==> config.mk <==
export PLATFORM = sky130hd
export DESIGN_NAME = instr_fetch_unit
export DESIGN_NICKNAME = d
export VERILOG_FILES = /design/src/rtl/instr_fetch_unit.sv
export SDC_FILE = /design/constraint.sdc
export NUM_CORES = 1
export LEC_CHECK = 0
export BUFFER_PORTS_ARGS = -buffer_cell sky130_fd_sc_hd__buf_4
export CORE_ASPECT_RATIO = 0.6
export CORE_UTILIZATION = 54
export DETAILED_ROUTE_END_ITERATION = 8
export PLACE_DENSITY = 0.77
export SLEW_MARGIN = 10
export SYNTH_ARGS = -nofsm -noshare
export SYNTH_HDL_FRONTEND = slang
export SYNTH_SLANG_ARGS = --single-unit
==> constraint.sdc <==
create_clock -name clk -period 11.1 [get_ports clk]
set_input_delay 2.775 -clock clk [delete_from_list [all_inputs] [get_ports clk]]
set_output_delay 2.775 -clock clk [all_outputs]
set_load 0.02 [all_outputs]
==> src/rtl/instr_fetch_unit.sv <==
// rtl/instr_fetch_unit.sv - PC, single-outstanding imem fetch, instruction buffer, redirect/flush
module instr_fetch_unit #(
  parameter logic [31:0] RESET_PC = 32'h0000_0000,
  parameter int          DEPTH    = 2
) (
  input  logic        clk,
  input  logic        rst,
  output logic        imem_req,
  output logic [31:0] imem_addr,
  input  logic        imem_ready,
  input  logic        imem_rvalid,
  input  logic [31:0] imem_rdata,
  input  logic        pc_src,
  input  logic [31:0] pc_target,
  output logic        instr_valid,
  input  logic        instr_ready,
  output logic [31:0] instr,
  output logic [31:0] instr_pc,
  output logic [6:0]  opcode,
  output logic [2:0]  funct3,
  output logic        funct7_5
);

  localparam int PTR_W = (DEPTH > 1) ? $clog2(DEPTH) : 1;
  localparam int CNT_W = $clog2(DEPTH + 1);
  localparam logic [CNT_W-1:0] DEPTH_C  = CNT_W'(DEPTH);
  localparam logic [PTR_W-1:0] LAST_PTR = PTR_W'(DEPTH - 1);

  logic [31:0]      fetch_pc;
  logic [31:0]      tag_pc;
  logic             outstanding;
  logic             drop;
  logic [31:0]      buf_pc    [DEPTH];
  logic [31:0]      buf_instr [DEPTH];
  logic [PTR_W-1:0] rd_ptr;
  logic [PTR_W-1:0] wr_ptr;
  logic [CNT_W-1:0] count;
  logic             accept;
  logic             resp;
  logic             push;
  logic             pop;

  function automatic logic [PTR_W-1:0] next_ptr(input logic [PTR_W-1:0] p);
    return (p == LAST_PTR) ? '0 : p + 1'b1;
  endfunction

  // A redirect suppresses the request so the old fetch_pc is never issued
  assign imem_req    = !rst && !outstanding && (count < DEPTH_C) && !pc_src;
  assign imem_addr   = rst ? RESET_PC : fetch_pc;
  assign accept      = imem_req && imem_ready;
  // Responses without a request in flight are ignored (covers pre-reset stragglers)
  assign resp        = imem_rvalid && outstanding;
  assign push        = resp && !drop && !pc_src;
  assign instr_valid = !rst && (count != '0);
  assign pop         = instr_valid && instr_ready;

  // Head of buffer to decode; zeroed when nothing valid is presented
  always_comb begin
    instr    = 32'h0;
    instr_pc = 32'h0;
    if (instr_valid) begin
      instr    = buf_instr[rd_ptr];
      instr_pc = buf_pc[rd_ptr];
    end
    opcode   = instr[6:0];
    funct3   = instr[14:12];
    funct7_5 = instr[30];
  end

  // Fetch PC, request tracking, wrong-path drop flag and buffer occupancy
  always_ff @(posedge clk) begin
    if (rst) begin
      fetch_pc    <= RESET_PC;
      outstanding <= 1'b0;
      drop        <= 1'b0;
      count       <= '0;
      rd_ptr      <= '0;
      wr_ptr      <= '0;
    end else begin
      if (resp) begin
        outstanding <= 1'b0;
      end else if (accept) begin
        outstanding <= 1'b1;
      end
      if (pc_src) begin
        // A same-cycle pop has already been taken by decode; flushing covers it
        fetch_pc <= {pc_target[31:2], 2'b00};
        count    <= '0;
        rd_ptr   <= '0;
        wr_ptr   <= '0;
        if (outstanding && !imem_rvalid) begin
          drop <= 1'b1;
        end else if (resp) begin
          drop <= 1'b0;
        end
      end else begin
        if (accept) begin
          fetch_pc <= fetch_pc + 32'd4;
        end
        if (resp && drop) begin
          drop <= 1'b0;
        end
        if (push) begin
          wr_ptr <= next_ptr(wr_ptr);
        end
        if (pop) begin
          rd_ptr <= next_ptr(rd_ptr);
        end
        if (push && !pop) begin
          count <= count + 1'b1;
        end else if (!push && pop) begin
          count <= count - 1'b1;
        end
      end
    end
  end

  // Request address tag and buffer payload; contents are qualified by count
  always_ff @(posedge clk) begin
    if (accept) begin
      tag_pc <= fetch_pc;
    end
    if (push) begin
      buf_pc[wr_ptr]    <= tag_pc;
      buf_instr[wr_ptr] <= imem_rdata;
    end
  end

endmodule

# ---- Yosys cells after proc, flatten, opt, wreduce, memory -nomap -nowiden
# Memory sizes are Yosys's and may differ from the RTL's. A register that Yosys moved wholly into a read port is not among the register bits.
# Cells that the tools add are included.
# Widths: inputs -> output; s select.
dict set report classes {
  addsub 5
  order_cmp 1
  n_eq_ne 1
  n_mux 19
  reduce_logical 27
}
# cell n
set op_table {}
lappend op_table {{$mux 32} 5}
lappend op_table {{$add 32x3->32 const B} 1}
lappend op_table {{$logic_and 1x1->1} 13}
lappend op_table {{$mux 1} 12}
lappend op_table {{$reduce_bool 2->1} 4}
lappend op_table {{$logic_not 1->1} 7}
lappend op_table {{$mux 2} 2}
lappend op_table {{$reduce_or 2->1} 2}
lappend op_table {{$ne 3x1->1 const B} 1}
lappend op_table {{$add 1x1->1 const B} 2}
lappend op_table {{$add 2x1->2 const B} 1}
lappend op_table {{$lt 2x2->1 const B} 1}
lappend op_table {{$reduce_and 2->1} 1}
lappend op_table {{$sub 2x1->2 const B} 1}
dict set report totals {
  regBits 70
  ramBits 128
  wordCells 63
  mem_count 2
}
# memory words width read_ports rd_ports_with_merged_regs wr line
set memory_table {}
lappend memory_table {buf_instr 2 32 1 1 1 34} ;# logic [31:0] buf_instr [DEPTH];
lappend memory_table {buf_pc 2 32 1 1 1 33} ;# logic [31:0] buf_pc [DEPTH];

# ---- Logic depth before layout (Yosys ltp)
# Gate-level depths: netlist (run 1).
dict set report depth {
  word_depth 7
  ltp_mapped 9
}

# ---- Worst setup path after synthesis (run 1)
# No wires, ideal clock.
dict set report synth_timing {
  kind {input port to flip-flop}
  from {in pc_src}
  to {mem buf_instr[0][0], enable pin}
  setup_time_ns 0.635
  t_arrival_ns 9.088
  slack_ns 1.377
  stages 3
  path_cell_list {clkbuf_1 clkbuf_1 nor4_1}
}
dict set report synth_via {
  elab_chain_len 4
}
# item line
set synth_lines {}
lappend synth_lines {{start: declaration} 13} ;# input logic pc_src,
lappend synth_lines {{$logic_not 1->1} 53} ;# assign push = resp && !drop && !pc_src;
lappend synth_lines {{$logic_and 1x1->1} 53}
lappend synth_lines {{$mux 1} 123} ;# if (push) begin
lappend synth_lines {{$mux 1 (not written as such)} 125} ;# buf_instr[wr_ptr] <= imem_rdata;
lappend synth_lines {{end: declaration} 34}
# Every way passes these cells.

# ---- Final worst setup path (run 1)
dict set report layout_timing {
  from {in rst}
  to {out instr[4]}
}
dict set report layout_via {
  elab_chain_len 3
}
# item line
set layout_lines {}
lappend layout_lines {{start: declaration} 7} ;# input logic rst,
lappend layout_lines {{$logic_not 1->1} 54} ;# assign instr_valid = !rst && (count != '0);
lappend layout_lines {{$logic_and 1x1->1} 54}
lappend layout_lines {{$mux 32} 61} ;# if (instr_valid) begin
lappend layout_lines {{end: declaration} 17} ;# output logic [31:0] instr,
# Every way passes these cells.

==> results.py, run 1 <==
metrics = {
    "min_path": {
        "hold_path_class": "reg2reg",
        "worstHoldPathCells": 0,
        "min_from": "tag_pc[24]",
        "min_to": "buf_pc[1][24]",
    },
    "routing": {
        "wl_per_cell_um": 17.84,
        "via_count": 5414,
        "wl_mm": 17.49,
        "dr.pass1.iters": 5,
        "drc": 0,
        "vias_per_cell": 5.524,
        "ant_nets": 0,
        "drt-initial-drc-count": 460,
    },
    "global_route": {
        "grt_util_met1": 0.3263,
        "met2_usage": 0.3658,
        "grt_pass1_wl_mm": 27.94,
        "top_usage_layer": "met2",
        "track_usage": 0.2328,
        "grt_pass1_vias": 5391,
        "grt_max_degree": 63,
        "grt_antenna_before_repair": 0,
        "grt-ovfl-total": 0,
        "grtUsageMet3": 0.05660,
    },
    "critical_path": {
        "worstPathArrival_ps": 4870,
        "critPathKind": "in2out",
        "reg2regPathDepth": 6,
        "crit_fanout": 62,
        "cp.required_ps": 8330,
        "r2r_end": "fetch_pc[30]",
        "r2r_start": "count[1]",
        "cp-start-kind": "input pin",
        "r2r_setup_slack_ps": 8530,
        "end_kind": "output port",
    },
    "sta": {
        "rsz0062_at_grt": "false",
        "setup_viol": 0,
        "skew_ps": 11.94,
        "finalCritPeriodShare": 0.6889,
        "fin_setup_tns_ps": 0,
        "finalHoldViolations": 0,
        "slew_headroom": 0.4284,
        "slew_violations": 0,
        "worstMarginPinSlew_ps": 857.3,
        "finalCriticalPeriod_ps": 7647,
        "hold_slack_ps": 444.6,
        "max_freq_mhz": 130.8,
    },
    "cells_and_area": {
        "final_common_cell": "buf_4",
        "final-seq-area_mm2": 0.005369,
        "fillers": 1055,
        "area_delta_synth_final_pct": 24.29,
        "drive_gt1_frac": 0.2839,
        "antennaDiodeCount": 0,
        "nNetsFinal": 841,
        "layout_common_cells": "178 x buf_4, 154 x edfxtp_1, 88 x nor2_1",
        "multi_input_area_mm2": 0.002452,
    },
    "clock_tree": {
        "post_cts_buffers": 0,
        "clockBufferDepth": 2,
        "cts_tree": "done",
        "cts_resized": 0,
        "cts_max_level": 4,
        "cts_root_buf": "clkbuf_16",
        "cts-buffers-inserted": 17,
        "clkLatencyLatePin_ps": 420,
        "clock-sinks": 191,
        "ctsHoldBuffers": 0,
        "path_clk_slew_ps": 80,
    },
    "floorplanning": {
        "floorplan.die_area_mm2": 0.01545,
        "start_util": 0.5544,
        "die_h_um": 96.67,
        "row_count": 34,
        "ios": 179,
        "core_mm2": 0.01455,
        "die_w_um": 159.8,
    },
    "outcome": {
        "status": "finished, final reports clean",
    },
    "power_and_ir_drop": {
        "p_switching_mw": 0.3508,
        "p_comb_frac": 0.055,
        "vdd_ir_drop_max_uv": 101.6,
        "share_seq_of_total_power": 0.543,
        "swShare": 0.2376,
        "p_per_area_mw_per_mm2": 147.3,
        "internal_power_mw": 1.126,
        "clkPwrFrac": 0.402,
        "p_leak_nw": 3.596,
    },
    "place": {
        "port_buffers": 172,
        "detailedPlacementHpwl_mm": 11.43,
        "routabilityCongestion": 0.8230,
    },
    "run": {
        "cap_violations": 0,
    },
    "synthesis": {
        "yosysUniqueCellTypes": 57,
        "synth_cells": 619,
        "avgSynthCellArea_um2": 13.03,
        "yosys-top-cells-area": "edfxtp_1 57%, dfxtp_1 9.2%, mux2i_1 7.7%",
        "async_reset_ff_frac": 0,
        "netlist_area_mm2": 0.008066,
        "synth_top_cell_by_area": "edfxtp_1",
        "synth_seq_cells": 191,
        "synth_edf_count": 154,
        "synth_top_flop_cell": "edfxtp_1",
        "ys_warn_count": 0,
        "ys_seq_area_frac": 0.6651,
        "yosysTopAreaCellShare": 0.5733,
    },
}
==> registers in the layout, indices dropped and copies added, names as in the netlist, named ones only <==
name,count
buf_instr,64
buf_pc,60
count,2
drop,1
fetch_pc,30
outstanding,1
rd_ptr,1
tag_pc,30
wr_ptr,1
==> through the flow <==
step	power, mW	setup WS (ps)	cell area (um^2)	utilization	cells
5_1_grt	1.522	3312	10030	0.6891	980
4_1_cts	1.488	3505	10030	0.6891	980
3_5_place_dp	0.8985	3496	9435	0.6485	948
6_report	1.477	3453	10030	0.6891	980
3_3_place_gp	0.8953	3563	9435	0.6485	948
2_1_floorplan	0.8559	1377	8078	-	622
==> cell usage after synthesis, drive strengths merged, types with 9 or more instances <==
cell	number
dfxtp	37
nand2	30
mux2i	62
a21oi	9
or4	9
nor4	12
nor2b	26
nand4	15
edfxtp	154
buf	21
clkbuf	29
nand3	14
nor2	88
==> area by class of cell <==
class | instances | share of cell area
flip-flops and latches | 191 | 0.5355
inverters | 8 | 0.002995
multi-input cells | 373 | 0.2446
clock inverters | 15 | 0.01647
repair buffers | 178 | 0.1333
well taps | 198 | 0.02471
clock buffers | 17 | 0.04243
==> worst max-delay path, stage by stage <==
cell     delay (ps)
buf_4           500
inv_1           410
o21ai_4         150
buf_4           530
nor2_1          160
buf_4           200
==> cell families after synthesis <==
family / count (synthesis) / share of synthesized area
multiplexers: 62 / 0.07694
AND/OR/NAND/NOR: 227 / 0.1464
AO/OA/AOI/OAI: 63 / 0.05708
other: 1 / 0.0004649
adder cells (fa/ha/maj): 2 / 0.003102
buffers and inverters: 58 / 0.03459
flip-flops: 191 / 0.6651
XOR/XNOR: 15 / 0.01629
==> layer usage <==
layer / routed length (um) / up-vias
met5: 0 / -
met4: 183 / 0
met3: 1296 / 16
met2: 8166 / 243
met1: 7839 / 2565
li1: - / 2590
==> how the worst max path moves through the flow <==
stage               cells after the start  slack, ps               to  startpoint
finish                                  6       3450         instr[4]         rst
global route                            6       3310         funct7_5         rst
CTS                                     6       3510        instr[12]         rst
detailed placement                      6       3500        instr[12]         rst
global placement                        6       3560      instr_pc[4]         rst
floorplan                               3       1380  buf_instr[0][0]      pc_src
==> power groups by stage <==
stage	Combinational, mW	Sequential (mW)	Clock, mW
4_1_cts	0.0813	0.801	0.605
3_5_place_dp	0.0810	0.818	0
3_3_place_gp	0.0787	0.817	0
6_report	0.0814	0.802	0.593
5_1_grt	0.0880	0.804	0.630
2_1_floorplan	0.0450	0.811	0
No activity file was read; power rests on OpenSTA's default activity.
==> inputs of run 2 (changes only) <==
--- a/config.mk
+++ b/config.mk
@@ -7,9 +7,9 @@
 export LEC_CHECK = 0
 export BUFFER_PORTS_ARGS = -buffer_cell sky130_fd_sc_hd__buf_4
 export CORE_ASPECT_RATIO = 0.6
-export CORE_UTILIZATION = 54
+export CORE_UTILIZATION = 49
 export DETAILED_ROUTE_END_ITERATION = 8
-export PLACE_DENSITY = 0.77
+export PLACE_DENSITY = 0.73
 export SLEW_MARGIN = 10
 export SYNTH_ARGS = -nofsm -noshare
 export SYNTH_HDL_FRONTEND = slang
==> constraint.sdc (replaced) <==
create_clock -name clk -period 6.4 [get_ports clk]
set_input_delay 1.6 -clock clk [delete_from_list [all_inputs] [get_ports clk]]
set_output_delay 1.6 -clock clk [all_outputs]
set_load 0.02 [all_outputs]
==> run 2 against run 1 <==
Net effect: count of clock-buffer cells in the layout stayed put; sequential share of layout area decreased by 0.067 points; largest power group unchanged; cell count increased by 0.51%; cell area is 0.12% higher; global-route usage fell by 1.0 points; register-to-register slack lost 4800 ps; critical path type unchanged.
==> results.py, run 2 (synthesized netlist as in run 1, its figures left out) <==
metrics = {
    "clock_tree": {
        "post_cts_buffers": 0,
        "cts_max_level": 4,
        "cts-buffers-inserted": 17,
        "ctsHoldBuffers": 0,
        "path_clk_slew_ps": 70,
        "cts_resized": 0,
        "clockBufferDepth": 2,
        "cts_tree": "done",
        "clkLatencyLatePin_ps": 420,
        "clock-sinks": 191,
        "cts_root_buf": "clkbuf_16",
    },
    "critical_path": {
        "slowest_delay_ps": 410,
        "crit_fanout": 39,
        "crit_path_frequent_cell": "buf_4",
        "reg2regPathDepth": 6,
        "r2r_setup_slack_ps": 3690,
        "r2r_end": "fetch_pc[30]",
        "end_kind": "output port",
        "cp.required_ps": 4800,
        "worstPathArrival_ps": 3010,
        "critPathKind": "in2out",
        "slowest_stage": "o21ai_4",
        "r2r_start": "count[1]",
        "cp_cell_sequence": "buf_4 -> inv_1 -> buf_4 -> o21ai_4 -> buf_4 -> nor2_1 -> buf_4",
        "cp-start-kind": "input pin",
    },
    "min_path": {
        "min_to": "buf_pc[1][20]",
        "hold_path_class": "reg2reg",
        "min_from": "tag_pc[20]",
        "worstHoldPathCells": 0,
    },
    "routing": {
        "wirelength_met1_mm": 8.262,
        "wl_met2_mm": 8.260,
        "wl_mm": 18.20,
        "via_count": 5526,
        "drt-initial-drc-count": 506,
        "vias_per_cell": 5.610,
        "dr.max_layer_used": "met4",
        "wl_per_cell_um": 18.47,
        "wl_met3_mm": 1.483,
        "ant_nets": 0,
        "dr.pass1.iters": 5,
        "drc": 0,
    },
    "cells_and_area": {
        "fin_util": 0.6385,
        "reg_top3": "buf_instr: 64 flops, buf_pc: 60 flops",
        "antennaDiodeCount": 0,
        "fillers": 1202,
        "layout_common_cells": "179 x buf_4, 154 x edfxtp_1, 88 x nor2_1",
        "stdcell_area_mm2": 0.01004,
        "drive_gt1_frac": 0.2852,
        "instances_no_fill": 985,
        "top_register": "buf_instr",
        "largest_reg_flops": 64,
        "final_common_cell": "buf_4",
        "area_delta_synth_final_pct": 24.45,
        "nNetsFinal": 842,
    },
    "place": {
        "detailedPlacementHpwl_mm": 11.93,
        "pre_cts_ws_ps": 1769,
        "dp_cells": 954,
        "routabilityCongestion": 0.8625,
        "place_area_mm2": 0.009459,
        "port_buffers": 172,
    },
    "floorplanning": {
        "ios": 179,
        "core_mm2": 0.01572,
        "die_w_um": 167.6,
        "die_h_um": 101.4,
        "start_util": 0.5131,
        "row_count": 35,
        "floorplan.die_area_mm2": 0.01700,
    },
    "power_and_ir_drop": {
        "p_per_area_mw_per_mm2": 256.2,
        "p_comb_frac": 0.056,
        "internal_power_mw": 1.978,
        "clkPwrFrac": 0.403,
        "share_seq_of_total_power": 0.541,
        "swShare": 0.2309,
        "p_switching_mw": 0.5938,
        "vdd_ir_drop_max_uv": 197.3,
        "p_total_mw": 2.572,
        "p_leak_nw": 3.592,
    },
    "sta": {
        "setup_viol": 0,
        "slew_headroom": 0.2449,
        "worstMarginPinSlew_ps": 1133,
        "fin_setup_tns_ps": 0,
        "skew_ps": 13.43,
        "finalCritPeriodShare": 0.7210,
        "rsz0062_at_grt": "false",
        "finalCriticalPeriod_ps": 4615,
        "slew_violations": 0,
        "fin_ws_ps": 1785,
        "finalHoldViolations": 0,
        "max_freq_mhz": 216.7,
        "hold_slack_ps": 445.8,
    },
    "global_route": {
        "grt-ovfl-total": 0,
        "grt_pass1_vias": 5449,
        "grt_pass1_wl_mm": 28.71,
        "grt_max_degree": 63,
        "track_usage": 0.2225,
        "grt_antenna_before_repair": 0,
    },
    "run": {
        "cap_violations": 0,
    },
    "outcome": {
        "status": "finished, final reports clean",
    },
}
==> run 2: cell types whose count changed in the layout (fill, tap and decap cells not counted), sizes merged <==
cell / delta
buf: +1
bufinv: +1
clkinv: -1
clkinvlp: +2
inv: -3
==> run 2: power groups by stage <==
stage / sequential [mW] / clock, mW / combinational [mW]
after CTS: 1.39 / 1.05 / 0.144
after detailed placement: 1.42 / 0 / 0.143
after global routing: 1.40 / 1.11 / 0.156
after global placement: 1.42 / 0 / 0.139
final: 1.39 / 1.04 / 0.145
after floorplan: 1.41 / 0 / 0.0782
==> run 2: area by class of cell <==
cell class | instances | area [um^2] | share of cell area
Clock buffer | 17 | 425.4 | 0.04238
Timing Repair Buffer | 179 | 1344 | 0.1339
Tap cell | 203 | 254.0 | 0.02530
Multi-Input combinational cell | 373 | 2462 | 0.2453
Clock inverter | 14 | 153.9 | 0.01533
Sequential cell | 191 | 5369 | 0.5348
Inverter | 8 | 30.03 | 0.002991
==> run 2: worst max-delay path: cells and delay by family <==
| family | cells | cell delay [ps] |
|---|---|---|
| buffers and inverters | 5 | 870 |
| AOI/OAI and AO/OA | 1 | 410 |
| and+or+nand+nor | 1 | 110 |
==> run 2: worst max-delay path by stage <==
stage,start,endpoint,cells after the start
after detailed placement,rst,funct3[0],7
final,rst,funct3[0],7
after global placement,rst,funct3[0],7
after floorplan,pc_src,buf_instr[0][0],3
after global routing,rst,instr[12],7
after CTS,rst,funct3[0],7
==> run 2: routing by layer <==
layer | up-vias | global-route usage
met2 | 281 | 0.3567
met4 | 0 | 0.07763
met1 | 2640 | 0.3074
met3 | 15 | 0.04299
li1 | 2590 | -
met5 | - | 0
